[src/rtl/mmio_console_tx.sv]
// mmio_console_tx
//
// MMIO console and finish device that snoops the core's DCCM store bus.
//   - A store to CONSOLE_ADDR queues wdata[7:0] in a TX FIFO. The FIFO is
//     drained as UART 8N1 (LSB first) on tx.
//   - A store to FINISH_ADDR latches a sticky halt flag and an exit code.
//   - STATUS_ADDR can be read (FIFO/console state) and written (bit 2 clears
//     the sticky overflow flag).
//
// Optional build macro: MMIO_CONSOLE_DRAIN_EN
//   When defined, halt is held off until every queued character has been
//   sent: FIFO empty and serializer idle. exit_code still latches on the
//   finish store.
//
// Ports
//   clk, rst             core clock, synchronous active-high reset
//   dccm_wen/waddr/wdata store snoop: one-cycle strobe, address, data
//   dccm_ren/raddr       load snoop: one-cycle strobe, address
//   mmio_rdata/rvalid    status read response, registered (cycle after ren)
//   tx                   UART serial out, idle high
//   halt                 sticky finish flag
//   exit_code            wdata of the first finish store
//
// Status word: [0] empty [1] full [2] overflow [3] busy [4] halt
//              [15:8] FIFO count. All other bits read as 0.
module mmio_console_tx #(
    parameter int unsigned         XLEN         = 32,
    parameter logic [XLEN-1:0]     CONSOLE_ADDR = 32'h00200000,
    parameter logic [XLEN-1:0]     STATUS_ADDR  = 32'h00200004,
    parameter logic [XLEN-1:0]     FINISH_ADDR  = 32'h10000000,
    parameter int unsigned         FIFO_DEPTH   = 16,
    parameter int unsigned         CLKS_PER_BIT = 868
) (
    input  logic            clk,
    input  logic            rst,
    input  logic            dccm_wen,
    input  logic [XLEN-1:0] dccm_waddr,
    input  logic [XLEN-1:0] dccm_wdata,
    input  logic            dccm_ren,
    input  logic [XLEN-1:0] dccm_raddr,
    output logic [XLEN-1:0] mmio_rdata,
    output logic            mmio_rvalid,
    output logic            tx,
    output logic            halt,
    output logic [XLEN-1:0] exit_code
);
    localparam int unsigned PTR_W  = $clog2(FIFO_DEPTH);
    localparam int unsigned CNT_W  = PTR_W + 1;
    localparam int unsigned BAUD_W = (CLKS_PER_BIT > 1) ? $clog2(CLKS_PER_BIT) : 1;
    localparam logic [BAUD_W-1:0] BAUD_LAST = BAUD_W'(CLKS_PER_BIT - 1);

    typedef enum logic [1:0] {S_IDLE, S_START, S_DATA, S_STOP} state_e;

    state_e            state_q;
    logic [BAUD_W-1:0] baud_q;
    logic [2:0]        bit_q;
    logic [7:0]        shift_q;
    logic              tx_q;

    logic [7:0]        mem_q [FIFO_DEPTH];
    logic [PTR_W-1:0]  wr_ptr_q, rd_ptr_q;
    logic [CNT_W-1:0]  count_q, count_d;
    logic              ovf_q, ovf_d;

    logic              halt_q;
    logic [XLEN-1:0]   exit_q;
    logic              rvalid_q;
    logic [XLEN-1:0]   rdata_q;

    logic              push_req, push_ok, pop, fin_store, status_hit;
    logic              empty, full, busy;
    logic [XLEN-1:0]   status;

    always_comb begin
        empty      = (count_q == '0);
        full       = (count_q == CNT_W'(FIFO_DEPTH));
        pop        = (state_q == S_IDLE) && !empty;
        push_req   = dccm_wen && (dccm_waddr == CONSOLE_ADDR);
        // A full FIFO still takes the byte when the head leaves in the same cycle.
        push_ok    = push_req && (!full || pop);
        fin_store  = dccm_wen && (dccm_waddr == FINISH_ADDR);
        status_hit = dccm_ren && (dccm_raddr == STATUS_ADDR);
        busy       = (state_q != S_IDLE) || !empty;

        count_d = count_q;
        case ({push_ok, pop})
            2'b10:   count_d = count_q + 1'b1;
            2'b01:   count_d = count_q - 1'b1;
            default: count_d = count_q;
        endcase

        // Overflow set has priority over a same-cycle clear.
        ovf_d = ovf_q;
        if (push_req && !push_ok) begin
            ovf_d = 1'b1;
        end else if (dccm_wen && (dccm_waddr == STATUS_ADDR) && dccm_wdata[2]) begin
            ovf_d = 1'b0;
        end

        status        = '0;
        status[0]     = empty;
        status[1]     = full;
        status[2]     = ovf_q;
        status[3]     = busy;
        status[4]     = halt_q;
        status[15:8]  = 8'(count_q);
    end

    // FIFO storage holds data only, so it has no reset.
    always_ff @(posedge clk) begin
        if (push_ok) begin
            mem_q[wr_ptr_q] <= dccm_wdata[7:0];
        end
    end

    always_ff @(posedge clk) begin
        if (rst) begin
            wr_ptr_q <= '0;
            rd_ptr_q <= '0;
            count_q  <= '0;
            ovf_q    <= 1'b0;
        end else begin
            if (push_ok) wr_ptr_q <= wr_ptr_q + 1'b1;
            if (pop)     rd_ptr_q <= rd_ptr_q + 1'b1;
            count_q <= count_d;
            ovf_q   <= ovf_d;
        end
    end

    // UART serializer. baud_q counts down from CLKS_PER_BIT-1 in every bit
    // period, so each bit lasts exactly CLKS_PER_BIT cycles.
    always_ff @(posedge clk) begin
        if (rst) begin
            state_q <= S_IDLE;
            baud_q  <= '0;
            bit_q   <= '0;
            shift_q <= '0;
            tx_q    <= 1'b1;
        end else begin
            case (state_q)
                S_IDLE: begin
                    tx_q <= 1'b1;
                    if (pop) begin
                        shift_q <= mem_q[rd_ptr_q];
                        baud_q  <= BAUD_LAST;
                        tx_q    <= 1'b0;
                        state_q <= S_START;
                    end
                end
                S_START: begin
                    if (baud_q == '0) begin
                        baud_q  <= BAUD_LAST;
                        bit_q   <= '0;
                        tx_q    <= shift_q[0];
                        state_q <= S_DATA;
                    end else begin
                        baud_q <= baud_q - 1'b1;
                    end
                end
                S_DATA: begin
                    if (baud_q == '0) begin
                        baud_q <= BAUD_LAST;
                        if (bit_q == 3'd7) begin
                            tx_q    <= 1'b1;
                            state_q <= S_STOP;
                        end else begin
                            // Bit 1 of the current shift value is the next bit on the wire.
                            tx_q    <= shift_q[1];
                            shift_q <= shift_q >> 1;
                            bit_q   <= bit_q + 1'b1;
                        end
                    end else begin
                        baud_q <= baud_q - 1'b1;
                    end
                end
                S_STOP: begin
                    if (baud_q == '0) begin
                        state_q <= S_IDLE;
                    end else begin
                        baud_q <= baud_q - 1'b1;
                    end
                end
                default: state_q <= S_IDLE;
            endcase
        end
    end

    // Status read response, registered one cycle after the load strobe.
    always_ff @(posedge clk) begin
        if (rst) begin
            rvalid_q <= 1'b0;
            rdata_q  <= '0;
        end else begin
            rvalid_q <= status_hit;
            rdata_q  <= status_hit ? status : '0;
        end
    end

`ifdef MMIO_CONSOLE_DRAIN_EN
    logic pend_q;

    always_ff @(posedge clk) begin
        if (rst) begin
            pend_q <= 1'b0;
            halt_q <= 1'b0;
            exit_q <= '0;
        end else begin
            if (fin_store && !pend_q) begin
                pend_q <= 1'b1;
                exit_q <= dccm_wdata;
            end
            if (pend_q && empty && (state_q == S_IDLE)) begin
                halt_q <= 1'b1;
            end
        end
    end
`else
    always_ff @(posedge clk) begin
        if (rst) begin
            halt_q <= 1'b0;
            exit_q <= '0;
        end else if (fin_store && !halt_q) begin
            halt_q <= 1'b1;
            exit_q <= dccm_wdata;
        end
    end
`endif

    assign tx          = tx_q;
    assign halt        = halt_q;
    assign exit_code   = exit_q;
    assign mmio_rvalid = rvalid_q;
    assign mmio_rdata  = rdata_q;
endmodule

[config.mk]
export PLATFORM = sky130hd
export DESIGN_NAME = mmio_console_tx
export DESIGN_NICKNAME = d
export VERILOG_FILES = /design/src/rtl/mmio_console_tx.sv
export SDC_FILE = /design/constraint.sdc
export NUM_CORES = 1
export LEC_CHECK = 0
export BUFFER_PORTS_ARGS = -buffer_cell sky130_fd_sc_hd__buf_2
export CAP_MARGIN = 40
export CORE_ASPECT_RATIO = 0.8
export CORE_UTILIZATION = 60
export DETAILED_ROUTE_END_ITERATION = 10
export PLACE_DENSITY = 0.85
export SLEW_MARGIN = 10
export SYNTH_ARGS = -nofsm -noshare
export SYNTH_HDL_FRONTEND = slang
export SYNTH_SLANG_ARGS = --single-unit
[constraint.sdc]
create_clock -name clk -period 6 [get_ports clk]
set_input_delay 0.6 -clock clk [delete_from_list [all_inputs] [get_ports clk]]
set_output_delay 0.6 -clock clk [all_outputs]
set_load 0.1 [all_outputs]
==> results.sh, run 1 <==
export IMPL_grt_pass1_vias=6135
export IMPL_min_period_over_period_pct=56.59
export IMPL_clk_path_buf_depth=3
export IMPL_holdWs_ns=0.3445
export IMPL_drv_cap=0
export IMPL_min_path_type="primary input to register"
export IMPL_grt_pass1_wl_microns=33390
export IMPL_fin_crit_ns=3.396
export IMPL_drc_errors=12
export IMPL_clk_pin_slew_ns=0.06
export IMPL_path_max_fanout=6
export IMPL_drt_iter0_markers=639
export IMPL_relSlewSlack_pct=38.33
export IMPL_reg2reg_depth=10
export IMPL_yosysWarningCount=0
export IMPL_cts_resized=0
export IMPL_holdPathStages=3
export IMPL_async_reset_ff_share_pct=0
export IMPL_fin_area_sq_mm=0.01035
export IMPL_hold_start="dccm_wdata[25]"
export IMPL_hold_end="exit_code[25]"
export IMPL_violations="DRC"
export IMPL_start_util_pct=61.97
export IMPL_grt_start_max_net_pins=71
export IMPL_crit_type="register to register"
export IMPL_drive_gt1_share_pct=28.95
export IMPL_dieArea_sq_mm=0.01541
export IMPL_seq_area_frac_synth_pct=62.18
export IMPL_fp_dieH_microns=111.2
export IMPL_numCtsBuffers=20
export IMPL_htreeDepth=1
export IMPL_max_freq_mhz=294.5
export IMPL_netlist_area_sq_mm=0.008951
export IMPL_drv_slew=0
export IMPL_drt_wl_total_microns=21330
export IMPL_worst_ep_arrival_time_ns=3.77
export IMPL_via_per_inst=6.111
export IMPL_syn_to_final_growth_pct=15.67
export IMPL_post_dp_hpwl_microns=13860
export IMPL_ant_nets=0
export IMPL_setup_viol=0
export IMPL_antenna_found_initial=1
export IMPL_placed_cell_area_sq_mm=0.009776
export IMPL_cp_start_kind="register"
export IMPL_num_vias=6007
export IMPL_root_buffer="clkbuf_16"
export IMPL_cts_sinks=214
export IMPL_p_leak_nw=3.809
export IMPL_fillers=847
export IMPL_finClkSkew_ns=0.01013
export IMPL_tritoncts="built"
export IMPL_synth_top_area_share_pct=42.94
export IMPL_portBuffers=144
export IMPL_endpoint_kind="register"
export IMPL_irDropWorstVdd_mv=0.2081
export IMPL_finalSetupTns_ns=0
export IMPL_track_usage_pct=28.55
export IMPL_final_common_cell="buf_2"
export IMPL_ff2ff_setup_slack_ns=2.60
export IMPL_final_cell_mix="buf_2 (144), edfxtp_1 (128), nor2_1 (102), dfxtp_1 (85), mux2i_1 (44)"
export IMPL_cp_required_ns=6.38
export IMPL_gp_congestion=0.8693
export IMPL_hold_viol=0
export IMPL_synth_ff_type="edfxtp_1"
export IMPL_worst_pin_slew_ns=0.9216
export IMPL_r2r_start="count_q[0]"
export IMPL_synth_seq_cells=214
export IMPL_pwr_density_cell_mw_per_mm2=397.9
export IMPL_rows=39
export IMPL_reg2reg_to="count_q[4]"
export IMPL_synth_area_leaders="edfxtp_1 (43%), dfxtp_1 (19%), mux4_2 (10%)"
export IMPL_status="complete, but fails checks"
export IMPL_ys_types=50
export IMPL_drt_pass1_iterations=11
export IMPL_core_sq_mm=0.01444
export IMPL_fp_dieW_microns=138.6
export IMPL_nNetsFinal=902
export IMPL_cts_hold_buf=0
export IMPL_wire_per_inst_microns=21.70
export IMPL_rsz0062_at_grt="no"
export IMPL_io_pin_count=167
export IMPL_synth_top_area_cell="edfxtp_1"
export IMPL_grt_overflow=0
export IMPL_synth_edf_count=128
export IMPL_insertion_delay_ns=0.49
export IMPL_cts_setup_buffers=0
export IMPL_dp_cells=946
export IMPL_syn_area_per_cell_sq_um=14.03
export IMPL_final_cell_count_no_fill=983
export IMPL_finalPower_mw=4.120
export IMPL_postSynthCellCount=638
## metal layers
layer | GRT usage, % | wire (microns) | up-vias
met4 | 12.88 | 858 | 0
li1 | - | - | 2639
met5 | 0 | 0 | -
met1 | 35.07 | 8111 | 2961
met2 | 50.12 | 10830 | 336
met3 | 4.406 | 1532 | 71
## flip-flops by register name, indices dropped and copies added (netlist names), 2 cells and up, named ones only
name	flops
shift_q	8
exit_code	32
bit_q	3
count_q	5
mmio_rdata	10
mem_q	128
rd_ptr_q	4
baud_q	10
wr_ptr_q	4
state_q	2
## cells by family (layout without fill, tap and decap cells)
family	Yosys count	in the layout	synth area share, %
compound gates	40	40	3.257
xor+xnor	13	13	1.272
fa+ha+maj	18	18	2.600
buf+inv	59	198	3.606
flops	214	214	62.18
mux	87	87	15.39
other cells	1	23	0.04189
simple gates	206	206	11.66
## area by class of cell
cell class                 instances  area [sq um]  share of cell area (%)
antenna                            1         2.502                 0.02417
tap                              184         230.2                   2.224
clock inverter                     7         41.29                  0.3988
clock buffer                      29         534.3                   5.160
timing repair buffer             152         793.3                   7.662
inverter                          10         37.54                  0.3625
multi-input combinational        386          3148                   30.40
sequential                       214          5567                   53.76
## synth_stat cells, types with 9 or more instances
cell / instances
buf_2: 9
buf_4: 22
clkbuf_1: 14
dfxtp_1: 86
edfxtp_1: 128
ha_1: 17
inv_1: 10
mux2i_1: 44
mux4_2: 40
nand2_1: 15
nor2_1: 102
nor3_1: 18
nor4_1: 23
xor2_1: 9
## stage by stage
step / util, % / setup slack, ns
after global routing: 71.68 / 2.526
final: 71.68 / 2.604
after CTS: 71.66 / 2.666
after detailed placement: 67.68 / 2.473
after global placement: 67.54 / 2.617
after floorplan: - / 3.100
## worst max-delay path, cell delays in order, from the launching register on
cell and delay, ns:
dfxtp_1 0.34, or4_1 0.70, o21ai_1 0.60, nor2_1 0.24, ha_1 0.43, nor2b_1 0.20, o21ai_0 0.10, nand2b_1 0.09
nor3_1 0.05, a31oi_1 0.18, mux2_1 0.34
## worst max path at each step
stage / from / end / slack, ns / cells after the start
finish: count_q[0] / count_q[4] / 2.60 / 10
global route: count_q[0] / count_q[4] / 2.53 / 10
CTS: count_q[0] / count_q[4] / 2.67 / 10
detailed placement: dccm_waddr[25] / count_q[4] / 2.47 / 12
global placement: dccm_waddr[1] / count_q[4] / 2.62 / 12
floorplan: dccm_waddr[25] / count_q[4] / 3.10 / 11
## report_power, final
group	total, mW	internal [mW]	leakage (nW)	switching, mW
registers	1.73	1.64	1.85	0.0934
clock network	1.14	0.622	0.278	0.521
logic	1.25	0.512	1.68	0.734
total	4.12	2.77	3.81	1.35
Power figures use the tool's default switching activity.
==> inputs of run 2 (changes only) <==
Settings changed: CORE_UTILIZATION 60 to 55, PLACE_DENSITY 0.85 to 0.79.
Clock period 6 ns to 3.25 ns, I/O delays scaled along.
==> results.sh, run 2 (synthesis results as in run 1) <==
export IMPL_final_util_pct=66.84
export IMPL_dieArea_sq_mm=0.01679
export IMPL_rsz0062_at_grt="no"
export IMPL_fin_crit_ns=2.816
export IMPL_grt_overflow=0
export IMPL_antenna_found_initial=0
export IMPL_finalSetupTns_ns=0
export IMPL_drive_gt1_share_pct=31.50
export IMPL_fp_dieW_microns=144.6
export IMPL_gp_congestion=0.9044
export IMPL_ant_nets=0
export IMPL_portBuffers=144
export IMPL_worst_ep_arrival_time_ns=3.20
export IMPL_crit_type="register to register"
export IMPL_highest_layer="met4"
export IMPL_io_pin_count=167
export IMPL_path_cells="or4_1, o21ai_1, nor2_1, ha_1, nor2b_1, o21ai_0, nand2b_1, nor3_1, a31oi_1, mux2_1"
export IMPL_post_dp_hpwl_microns=13260
export IMPL_via_per_inst=5.737
export IMPL_top_register="mem_q"
export IMPL_num_vias=5915
export IMPL_cts_resized=0
export IMPL_cp_required_ns=3.63
export IMPL_grt_start_max_net_pins=70
export IMPL_cts_sinks=214
export IMPL_wl_met1_microns=7796
export IMPL_path_max_fanout=6
export IMPL_grt_pass1_vias=5922
export IMPL_irDropWorstVdd_mv=0.4954
export IMPL_max_freq_mhz=355.1
export IMPL_pwr_density_cell_mw_per_mm2=736.2
export IMPL_p_leak_nw=3.948
export IMPL_slowest_stage="or4_1"
export IMPL_dr_wl_met3_microns=1502
export IMPL_largest_reg_flops=128
export IMPL_finClkSkew_ns=0.009125
export IMPL_drt_iter0_markers=562
export IMPL_min_period_over_period_pct=86.66
export IMPL_tritoncts="built"
export IMPL_insertion_delay_ns=0.50
export IMPL_start_util_pct=56.47
export IMPL_min_path_type="primary input to register"
export IMPL_drt_wl_total_microns=20140
export IMPL_cts_hold_buf=0
export IMPL_final_cell_mix="buf_2 (144), edfxtp_1 (128), nor2_1 (102), dfxtp_1 (85), mux2i_1 (44)"
export IMPL_worst_pin_slew_ns=0.8467
export IMPL_fp_dieH_microns=116.1
export IMPL_drv_cap=0
export IMPL_cts_setup_buffers=0
export IMPL_status="complete, no violations"
export IMPL_track_usage_pct=24.57
export IMPL_drv_slew=0
export IMPL_syn_to_final_growth_pct=18.37
export IMPL_htreeDepth=1
export IMPL_core_sq_mm=0.01585
export IMPL_grt_pass1_wl_microns=30910
export IMPL_nNetsFinal=918
export IMPL_setup_viol=0
export IMPL_final_common_cell="buf_2"
export IMPL_max_stage_delay_ns=0.67
export IMPL_numCtsBuffers=22
export IMPL_wire_per_inst_microns=19.54
export IMPL_drt_pass1_iterations=5
export IMPL_endpoint_kind="register"
export IMPL_relSlewSlack_pct=43.55
export IMPL_clk_path_buf_depth=3
export IMPL_cp_start_kind="register"
export IMPL_hold_viol=0
export IMPL_wl_met2_microns=10290
export IMPL_diodes=0
export IMPL_rows=41
export IMPL_root_buffer="clkbuf_16"
export IMPL_clk_pin_slew_ns=0.06
export IMPL_holdWs_ns=0.06173
export IMPL_drc_errors=0
==> run 2: cell types whose count changed in the layout (fill, tap and decap cells not counted), moves of 2 or more <==
cell	before	now
buf_4	7	21
clkbuf_1	9	4
clkinv_2	2	7
clkbuf_8	0	3
clkinv_1	4	1
clkbuf_16	20	22
==> run 2: through the flow <==
| step | total power, mW | cell area (sq um) | cells | setup WS (ns) |
|---|---|---|---|---|
| 6_report | 7.800 | 10600 | 1031 | 0.4336 |
| 5_1_grt | 8.161 | 10600 | 1031 | 0.2914 |
| 4_1_cts | 7.816 | 10600 | 1031 | 0.4907 |
| 3_5_place_dp | 5.457 | 9920 | 991 | 0.2126 |
| 3_3_place_gp | 5.340 | 9920 | 991 | 0.4306 |
| 2_1_floorplan | 4.990 | 9030 | 659 | 0.5704 |
==> run 2: cell type report <==
class                           instances  area (sq um)
Timing Repair Buffer                  166         898.4
Inverter                               10         37.54
Clock buffer                           30         611.8
Fill cell                            1055          5256
Sequential cell                       214          5567
Clock inverter                         10         63.81
Multi-Input combinational cell        386          3148
Tap cell                              215         269.0
==> run 2: report_power, final <==
group,switching [mW],internal [mW]
combinational,1.31,0.953
sequential,0.171,3.02
clock,1.02,1.33
==> run 2: final timing paths <==
check                                     from             to  slack, ns  cells after the start
worst max-delay path                count_q[0]     count_q[4]       0.43                     10
worst min-delay path            dccm_wdata[28]  exit_code[28]       0.06                      3
worst max register to register      count_q[0]     count_q[4]       0.43                     10
worst min register to register   exit_code[25]  exit_code[25]       0.49                      2
==> run 2: routing by layer <==
| metal | GRT usage, % | up-vias |
|---|---|---|
| li1 | - | 2675 |
| met4 | 8.702 | 0 |
| met3 | 4.838 | 46 |
| met1 | 30.24 | 2906 |
| met5 | 0 | - |
| met2 | 43.46 | 288 |
==> run 2: critical path, delay by kind of cell, from the launching register on <==
| family | cells | cell delay (ns) |
|---|---|---|
| AOI/OAI and AO/OA | 3 | 0.46 |
| muxes | 1 | 0.35 |
| adders and majority gates | 1 | 0.34 |
| and+or+nand+nor | 5 | 1.21 |
| DFF | 1 | 0.32 |
==> inputs of run 3 (changes only) <==
Settings changed: PLACE_DENSITY 0.79 to 0.75.
==> results.sh, run 3 (synthesis results as in run 1) <==
export IMPL_status="complete, no violations"
export IMPL_power_frac_comb_pct=29.2
export IMPL_seq_area_sq_mm=0.005567
export IMPL_core_sq_mm=0.01585
export IMPL_reg2reg_to="count_q[4]"
export IMPL_min_path_type="primary input to register"
export IMPL_antenna_found_initial=1
export IMPL_path_max_fanout=6
export IMPL_power_internal_mw=5.362
export IMPL_fp_dieH_microns=116.1
export IMPL_ant_nets=0
export IMPL_fin_area_sq_mm=0.01059
export IMPL_setup_viol=0
export IMPL_grt_overflow=0
export IMPL_insertion_delay_ns=0.50
export IMPL_rows=41
export IMPL_r2r_start="count_q[0]"
export IMPL_endpoint_kind="register"
export IMPL_drv_cap=0
export IMPL_multi_input_area_sq_mm=0.003148
export IMPL_top_register="mem_q"
export IMPL_cts_resized=0
export IMPL_final_cell_mix="buf_2 (144), edfxtp_1 (128), nor2_1 (102), dfxtp_1 (85), mux2i_1 (44)"
export IMPL_power_switching_mw=2.395
export IMPL_placed_cell_area_sq_mm=0.009927
export IMPL_htreeDepth=1
export IMPL_grt_pass1_wl_microns=29280
export IMPL_grt_start_max_net_pins=70
export IMPL_layout_setup_ws_ns=0.4775
export IMPL_min_period_over_period_pct=85.31
export IMPL_io_pin_count=167
export IMPL_irDropWorstVdd_mv=0.5813
export IMPL_largest_reg_flops=128
export IMPL_post_dp_hpwl_microns=13180
export IMPL_max_freq_mhz=360.7
export IMPL_num_vias=5767
export IMPL_cp_start_kind="register"
export IMPL_hold_start="dccm_wdata[29]"
export IMPL_cts_hold_buf=0
export IMPL_pwr_density_cell_mw_per_mm2=732.3
export IMPL_p_leak_nw=3.936
export IMPL_drt_pass1_iterations=5
export IMPL_wire_per_inst_microns=18.30
export IMPL_hold_viol=0
export IMPL_gp_congestion=0.9089
export IMPL_cts_sinks=214
export IMPL_fin_crit_ns=2.773
export IMPL_numCtsBuffers=21
export IMPL_rsz0062_at_grt="no"
export IMPL_crit_type="register to register"
export IMPL_place_ws_ns=0.2304
export IMPL_tritoncts="built"
export IMPL_finClkSkew_ns=0.01672
export IMPL_finalPower_mw=7.757
export IMPL_drt_wl_total_microns=18850
export IMPL_p_seq_share_pct=40.7
export IMPL_ff2ff_setup_slack_ns=0.48
export IMPL_via_per_inst=5.599
export IMPL_drc_errors=0
export IMPL_clk_pin_slew_ns=0.06
export IMPL_dieArea_sq_mm=0.01679
export IMPL_final_cell_count_no_fill=1030
export IMPL_hold_end="exit_code[29]"
export IMPL_drive_gt1_share_pct=30.67
export IMPL_sw_frac_of_total_pct=30.87
export IMPL_drv_slew=0
export IMPL_worst_pin_slew_ns=0.8740
export IMPL_power_frac_clock_pct=30.1
export IMPL_syn_to_final_growth_pct=18.34
export IMPL_grt_pass1_vias=5717
export IMPL_reg2reg_depth=9
export IMPL_holdPathStages=3
export IMPL_fp_dieW_microns=144.6
export IMPL_fillers=1108
export IMPL_cp_required_ns=3.62
export IMPL_finalSetupTns_ns=0
export IMPL_start_util_pct=56.47
export IMPL_drt_iter0_markers=301
export IMPL_dp_cells=992
export IMPL_final_common_cell="buf_2"
export IMPL_nNetsFinal=918
export IMPL_portBuffers=144
export IMPL_worst_ep_arrival_time_ns=3.14
export IMPL_cts_setup_buffers=0
export IMPL_root_buffer="clkbuf_16"
export IMPL_diodes=0
export IMPL_track_usage_pct=23.11
export IMPL_relSlewSlack_pct=41.73
export IMPL_clk_path_buf_depth=3
run 3: changes by cell type in the layout (fill, tap and decap cells not counted):
cell,delta
clkbuf_1,+6
clkbuf_8,-3
bufinv_16,+1
clkinv_2,-6
clkbuf_16,+1
buf_4,+1
clkinv_8,-1
run 3: critical path, stage by stage (launching register included):
cell and delay, ns:
dfxtp_1 0.32, or4_1 0.67, o21ai_1 0.24, nor2_1 0.13
ha_1 0.35, nor2b_1 0.14, o21ai_0 0.13, nand2b_1 0.09
a31oi_1 0.22, mux2_1 0.35
run 3: metrics by stage:
stage | util, % | hold WS, ns
finish | 66.82 | 0.05954
global route | 66.82 | 0.05882
CTS | 66.82 | 0.04601
detailed placement | 62.63 | 0.4761
global placement | 62.63 | 0.4694
floorplan | - | 0.4239
run 3: metal layers:
layer	share of wire (%)	track usage, %	routed length, microns	up-vias
met5	0	0	0	-
met4	2.2	5.754	418	0
met3	6.4	4.141	1202	42
met2	52	41.89	9733	259
met1	40	28.84	7498	2787
li1	-	-	-	2679
run 3: how the worst max path moves through the flow:
stage | slack [ns] | to | start | cells after the start
after floorplan | 0.57 | count_q[4] | count_q[0] | 11
after global placement | 0.43 | count_q[4] | dccm_waddr[25] | 11
after detailed placement | 0.23 | count_q[4] | dccm_waddr[25] | 11
after CTS | 0.47 | count_q[4] | count_q[0] | 9
after global routing | 0.30 | count_q[4] | state_q[0] | 12
final | 0.48 | count_q[4] | count_q[0] | 9
run 3: power by group through the flow:
stage,logic (mW),clock network (mW),registers (mW)
6_report,2.26,2.34,3.16
2_1_floorplan,1.79,0,3.20
3_3_place_gp,2.14,0,3.20
5_1_grt,2.49,2.47,3.17
3_5_place_dp,2.25,0,3.21
4_1_cts,2.27,2.37,3.15
run 3: layout make-up:
cell class / instances / share of cell area [%]
clock buffers: 34 / 5.835
repair buffers: 167 / 8.552
clock inverters: 4 / 0.4489
flip-flops and latches: 214 / 52.55
well taps: 215 / 2.540
multi-input cells: 386 / 29.72
inverters: 10 / 0.3544
